## src/rtl/up_dn_cnt_seq_decoder.sv

```systemverilog
// Sequence decoder for an up/down counter's output bus.
// Classifies each sampled change as step up, step down, hold or jump,
// tracks count direction, and keeps saturating per-event statistics.
module up_dn_cnt_seq_decoder #(
  parameter int WIDTH = 4,
  parameter int CW    = 8
) (
  input  logic             clk,
  input  logic             reset,
  input  logic             sample_en,
  input  logic [WIDTH-1:0] cnt_in,
  input  logic             clr,
  output logic             step_up,
  output logic             step_dn,
  output logic             hold,
  output logic             jump,
  output logic [WIDTH-1:0] jump_data,
  output logic             wrap,
  output logic             rev,
  output logic             dir_valid,
  output logic             dir_up,
  output logic [1:0]       state,
  output logic [CW-1:0]    up_steps,
  output logic [CW-1:0]    dn_steps,
  output logic [CW-1:0]    jumps
);

  typedef enum logic [1:0] {
    S_EMPTY = 2'b00,
    S_UNK   = 2'b01,
    S_UP    = 2'b10,
    S_DN    = 2'b11
  } state_t;

  state_t           state_q;
  logic [WIDTH-1:0] prev_q;
  logic             prev_valid_q;
  logic [WIDTH-1:0] jump_data_q;
  logic             step_up_q, step_dn_q, hold_q, jump_q, wrap_q, rev_q;
  logic [CW-1:0]    up_steps_q, dn_steps_q, jumps_q;

  logic [WIDTH-1:0] delta;
  logic             is_up, is_dn, is_hold, is_jump;
  logic             qualified;

  // Classify the modular difference between the incoming and previous sample.
  always_comb begin
    delta     = cnt_in - prev_q;
    is_up     = (delta == WIDTH'(1));
    is_dn     = (delta == '1);
    is_hold   = (delta == '0);
    is_jump   = !(is_up || is_dn || is_hold);
    // An event exists only when a real sample meets a valid history; clr discards it.
    qualified = sample_en && !clr && prev_valid_q;
  end

  // Direction FSM, sample history, jump capture and registered event pulses.
  always_ff @(posedge clk or posedge reset) begin
    if (reset) begin
      state_q      <= S_EMPTY;
      prev_q       <= '0;
      prev_valid_q <= 1'b0;
      jump_data_q  <= '0;
      step_up_q    <= 1'b0;
      step_dn_q    <= 1'b0;
      hold_q       <= 1'b0;
      jump_q       <= 1'b0;
      wrap_q       <= 1'b0;
      rev_q        <= 1'b0;
    end else begin
      // Pulses default low so each one lasts exactly a single cycle.
      step_up_q <= 1'b0;
      step_dn_q <= 1'b0;
      hold_q    <= 1'b0;
      jump_q    <= 1'b0;
      wrap_q    <= 1'b0;
      rev_q     <= 1'b0;
      if (clr) begin
        state_q      <= S_EMPTY;
        prev_q       <= '0;
        prev_valid_q <= 1'b0;
        jump_data_q  <= '0;
      end else if (sample_en) begin
        prev_q <= cnt_in;
        if (!prev_valid_q) begin
          // First sample only seeds the history; nothing to compare against yet.
          prev_valid_q <= 1'b1;
          state_q      <= S_UNK;
        end else begin
          step_up_q <= is_up;
          step_dn_q <= is_dn;
          hold_q    <= is_hold;
          jump_q    <= is_jump;
          wrap_q    <= (is_up && (prev_q == '1)) || (is_dn && (prev_q == '0));
          if (is_jump) begin
            jump_data_q <= cnt_in;
          end
          case (state_q)
            S_UNK: begin
              if (is_up) begin
                state_q <= S_UP;
              end else if (is_dn) begin
                state_q <= S_DN;
              end
            end
            S_UP: begin
              if (is_dn) begin
                state_q <= S_DN;
                rev_q   <= 1'b1;
              end else if (is_jump) begin
                state_q <= S_UNK;
              end
            end
            S_DN: begin
              if (is_up) begin
                state_q <= S_UP;
                rev_q   <= 1'b1;
              end else if (is_jump) begin
                state_q <= S_UNK;
              end
            end
            default: begin
              // History is valid, so direction is at best unknown.
              state_q <= S_UNK;
            end
          endcase
        end
      end
    end
  end

  // Saturating event statistics, updated on the same edge as the pulses.
  always_ff @(posedge clk or posedge reset) begin
    if (reset) begin
      up_steps_q <= '0;
      dn_steps_q <= '0;
      jumps_q    <= '0;
    end else if (clr) begin
      up_steps_q <= '0;
      dn_steps_q <= '0;
      jumps_q    <= '0;
    end else if (qualified) begin
      if (is_up && (up_steps_q != '1)) begin
        up_steps_q <= up_steps_q + 1'b1;
      end
      if (is_dn && (dn_steps_q != '1)) begin
        dn_steps_q <= dn_steps_q + 1'b1;
      end
      if (is_jump && (jumps_q != '1)) begin
        jumps_q <= jumps_q + 1'b1;
      end
    end
  end

  assign step_up   = step_up_q;
  assign step_dn   = step_dn_q;
  assign hold      = hold_q;
  assign jump      = jump_q;
  assign jump_data = jump_data_q;
  assign wrap      = wrap_q;
  assign rev       = rev_q;
  assign state     = state_q;
  assign dir_valid = (state_q == S_UP) || (state_q == S_DN);
  assign dir_up    = (state_q == S_UP);
  assign up_steps  = up_steps_q;
  assign dn_steps  = dn_steps_q;
  assign jumps     = jumps_q;

endmodule

```

## config.mk

```make
export PLATFORM = sky130hd
export DESIGN_NAME = up_dn_cnt_seq_decoder
export DESIGN_NICKNAME = d
export VERILOG_FILES = /design/src/rtl/up_dn_cnt_seq_decoder.sv
export SDC_FILE = /design/constraint.sdc
export NUM_CORES = 1
export LEC_CHECK = 0
export ABC_AREA = 1
export BUFFER_PORTS_ARGS = -buffer_cell sky130_fd_sc_hd__buf_4
export CAP_MARGIN = 25
export CORE_UTILIZATION = 45
export DETAILED_ROUTE_END_ITERATION = 8
export PLACE_DENSITY_LB_ADDON = 0.25
export SLEW_MARGIN = 30
export SYNTH_ARGS = -nofsm -noshare
export SYNTH_HDL_FRONTEND = slang
export SYNTH_SLANG_ARGS = --single-unit
```

## constraint.sdc

```tcl
create_clock -name clk -period 6.15 [get_ports clk]
set_input_delay 1.23 -clock clk [delete_from_list [all_inputs] [get_ports clk]]
set_output_delay 1.23 -clock clk [all_outputs]
set_load 0.05 [all_outputs]
```

==> impl_metrics.yaml <==
grt:
  grt_max_degree: 42
  grt_pass1_vias: 1911
  antenna_found_initial: 0
  grt_use_total_pct: 19.57
  grt-ovfl-total: 0
  grt_pass1_wl_um: 8321
setup_path:
  start_kind: "primary input"
  crit_buf_inv: 5
  crit_path_top_delay_cell: "clkinv_1"
  critPathCaptureType: "flop"
  worstPathCellList: "buf_4 -> clkinv_1 -> nand2_1 -> inv_1 -> nand2_1 -> inv_1 -> nand3_1 -> inv_1 -> o21ai_1 -> nand2_1"
  critPathTopFamily: "buffers and inverters"
  cpPeakStageDelay_ps: 760
  cp.required_ps: 6340
  cp_max_fo: 32
  cp_data_arrival_time_ps: 3160
  worstSetupPathType: "in -> reg"
logic_synthesis:
  yosysMostFrequentCell: "nand2_1"
  synth.avg_cell_area_um2: 7.849
  synth_area_um2: 2355
  synth_top_area_share_pct: 43.57
  synthesis.nets: 315
  ys_seq_area_share_pct: 43.57
  synth_largest_area_cell: "dfrtp_1"
  ys_warn_count: 0
  synth_common_cells: "69 x nand2_1, 41 x dfrtp_1, 40 x nand3_1"
  yosys_most_used_dff: "dfrtp_1"
  synth-edff-count: 0
  async_flop_share_pct: 100.0
  ys_types: 35
  syn-instance-count: 300
  yosys-top-cells-area: "dfrtp_1 44%, nand2_1 11%, nand3_1 8.5%"
  ys_seq_elements: 41
placement:
  place_hpwl_um: 3623
  place_congestion: 0.9253
  io_buffers: 45
  dpl-instance-area_um2: 2760
clock_network:
  clk_pin_slew_ps: 80
  cts_hold_buf: 0
  clk_path_buf_depth: 2
  cts_tree: "built"
  postCtsSetupBuffers: 0
  htree_levels: 2
  cts_resized: 0
  cts.sinks: 41
  root_buffer: "clkbuf_8"
  clock_latency_ps: 290
  cts_buffers: 5
floorplan:
  initial_utilization_pct: 48.26
  die-area_um2: 5526
  io-pin-count: 46
  die_w_um: 74.34
  core_area_um2: 4880
  die_h_um: 74.34
  rows: 25
cells_and_area:
  n_antenna_cell: 0
  area_delta_synth_final_pct: 21.52
  final_layout_size_suffix_gt1_share_pct: 21.55
  fillers: 471
  design_area_um2: 2861
  final_nets: 362
timing:
  slew_violations: 0
  max_freq_mhz: 336.4
  tightestPinTransition_ps: 893.9
  max_slew_margin_pct: 40.04
  setup_tns_ps: 0
  final-hold-violation-count: 0
  finalCritPeriodShare_pct: 48.33
  min_period_ps: 2972
  fin_skew_ps: 7.874
  grt_setup_unrepaired: "false"
  setup_viol: 0
route:
  drt-initial-drc-count: 121
  wl_per_cell_um: 12.09
  route.vias.total: 2093
  ant_nets: 0
  drt-pass1-iter-count: 5
  drc: 0
  wl_um: 5017
  vias_per_cell: 5.043
pwr:
  p_leak_uw: 0.001501
  power.density_nw_per_um2: 203.3
  peakVddDrop_uv: 116.2
run_status:
  status: "complete, no violations"
run:
  max-cap-violations: 0
hold_path:
  holdCritPathClass: "reg -> reg"
where the power goes:
part,total [µW],internal [µW],switching [µW]
Combinational,103,29.3,73.4
Clock,195,102,93.8
Sequential,284,276,7.24
Total,582,407,175
worst min-delay path: stages, from the launching register on:
cell and delay [ps]:
dfrtp_1 360, nand3_1 70, o21ai_1 70
per-stage QoR:
step                      setup WS [ps]  total power, µW  utilization [%]  hold WS, ps  cells
after detailed placement           2999            392.6            56.56        527.5    407
final                              3178            581.8            58.64        539.2    415
after global routing               2972            609.9            58.64        569.7    415
after floorplan                    3290            364.3                -        508.5    300
after global placement             2996            390.9            56.56        528.8    407
after CTS                          3289            589.1            58.64        546.4    415
layout by cell type, fill, tap and decap left out, drive strengths merged:
cell,netlist,layout
a21oi,2,2
a22o,1,1
and2,1,1
and3,1,1
buf,3,46
clkbuf,3,7
clkinv,1,3
dfrtp,41,41
fa,1,1
ha,6,6
inv,35,34
nand2,77,77
nand3,43,43
nand4,8,8
nor2,36,36
nor3,4,4
nor3b,2,2
nor4,2,2
o21ai,12,12
o22ai,4,4
or2,1,1
xnor2,5,5
xor2,11,11
state kept, by name, indices dropped and copies added (netlist names):
signal / cells
jump_data: 4
dn_steps: 8
prev_q: 4
up_steps: 8
hold: 1
prev_valid_q: 1
step_up: 1
wrap: 1
jump: 1
jumps: 8
state: 2
rev: 1
step_dn: 1
area by class of cell:
cell class	count	area, µm²	area share (%)
Clock inverter	1	5.005	0.1749
Multi-Input combinational cell	217	1170	40.88
Clock buffer	7	96.34	3.367
Timing Repair Buffer	46	345.3	12.07
Tap cell	67	83.83	2.930
Sequential cell	41	1026	35.85
Inverter	36	135.1	4.722
cell families (layout without fill, tap and decap cells):
kind of cell | after synthesis | count (layout) | synth area share [%]
xor+xnor | 16 | 16 | 5.951
fa+ha+maj | 7 | 7 | 4.038
flops | 41 | 41 | 43.57
compound gates | 19 | 19 | 4.729
simple gates | 175 | 175 | 34.96
buf+inv | 42 | 90 | 6.748
per-layer routing:
metal / vias to the layer above / track usage (%) / wire, µm
li1: 1064 / - / -
met4: 0 / 6.918 / 64
met5: - / 0 / 0
met1: 970 / 25.56 / 2359
met2: 53 / 33.23 / 2376
met3: 6 / 2.846 / 217
path summary, 6_finish.rpt:
path / startpoint / to / slack, ps / depth (start not counted)
worst max-delay path: clr / state[0] / 3180 / 10
worst min-delay path: jump_data[2] / jump_data[2] / 540 / 2
worst max register to register: prev_q[0] / dn_steps[3] / 3970 / 8
worst min register to register: jump_data[2] / jump_data[2] / 540 / 2
max in group asynchronous: reset / jumps[0] / 4710 / 3
min in group asynchronous: reset / up_steps[6] / 1070 / 3
No activity file was read; power rests on OpenSTA's default activity.
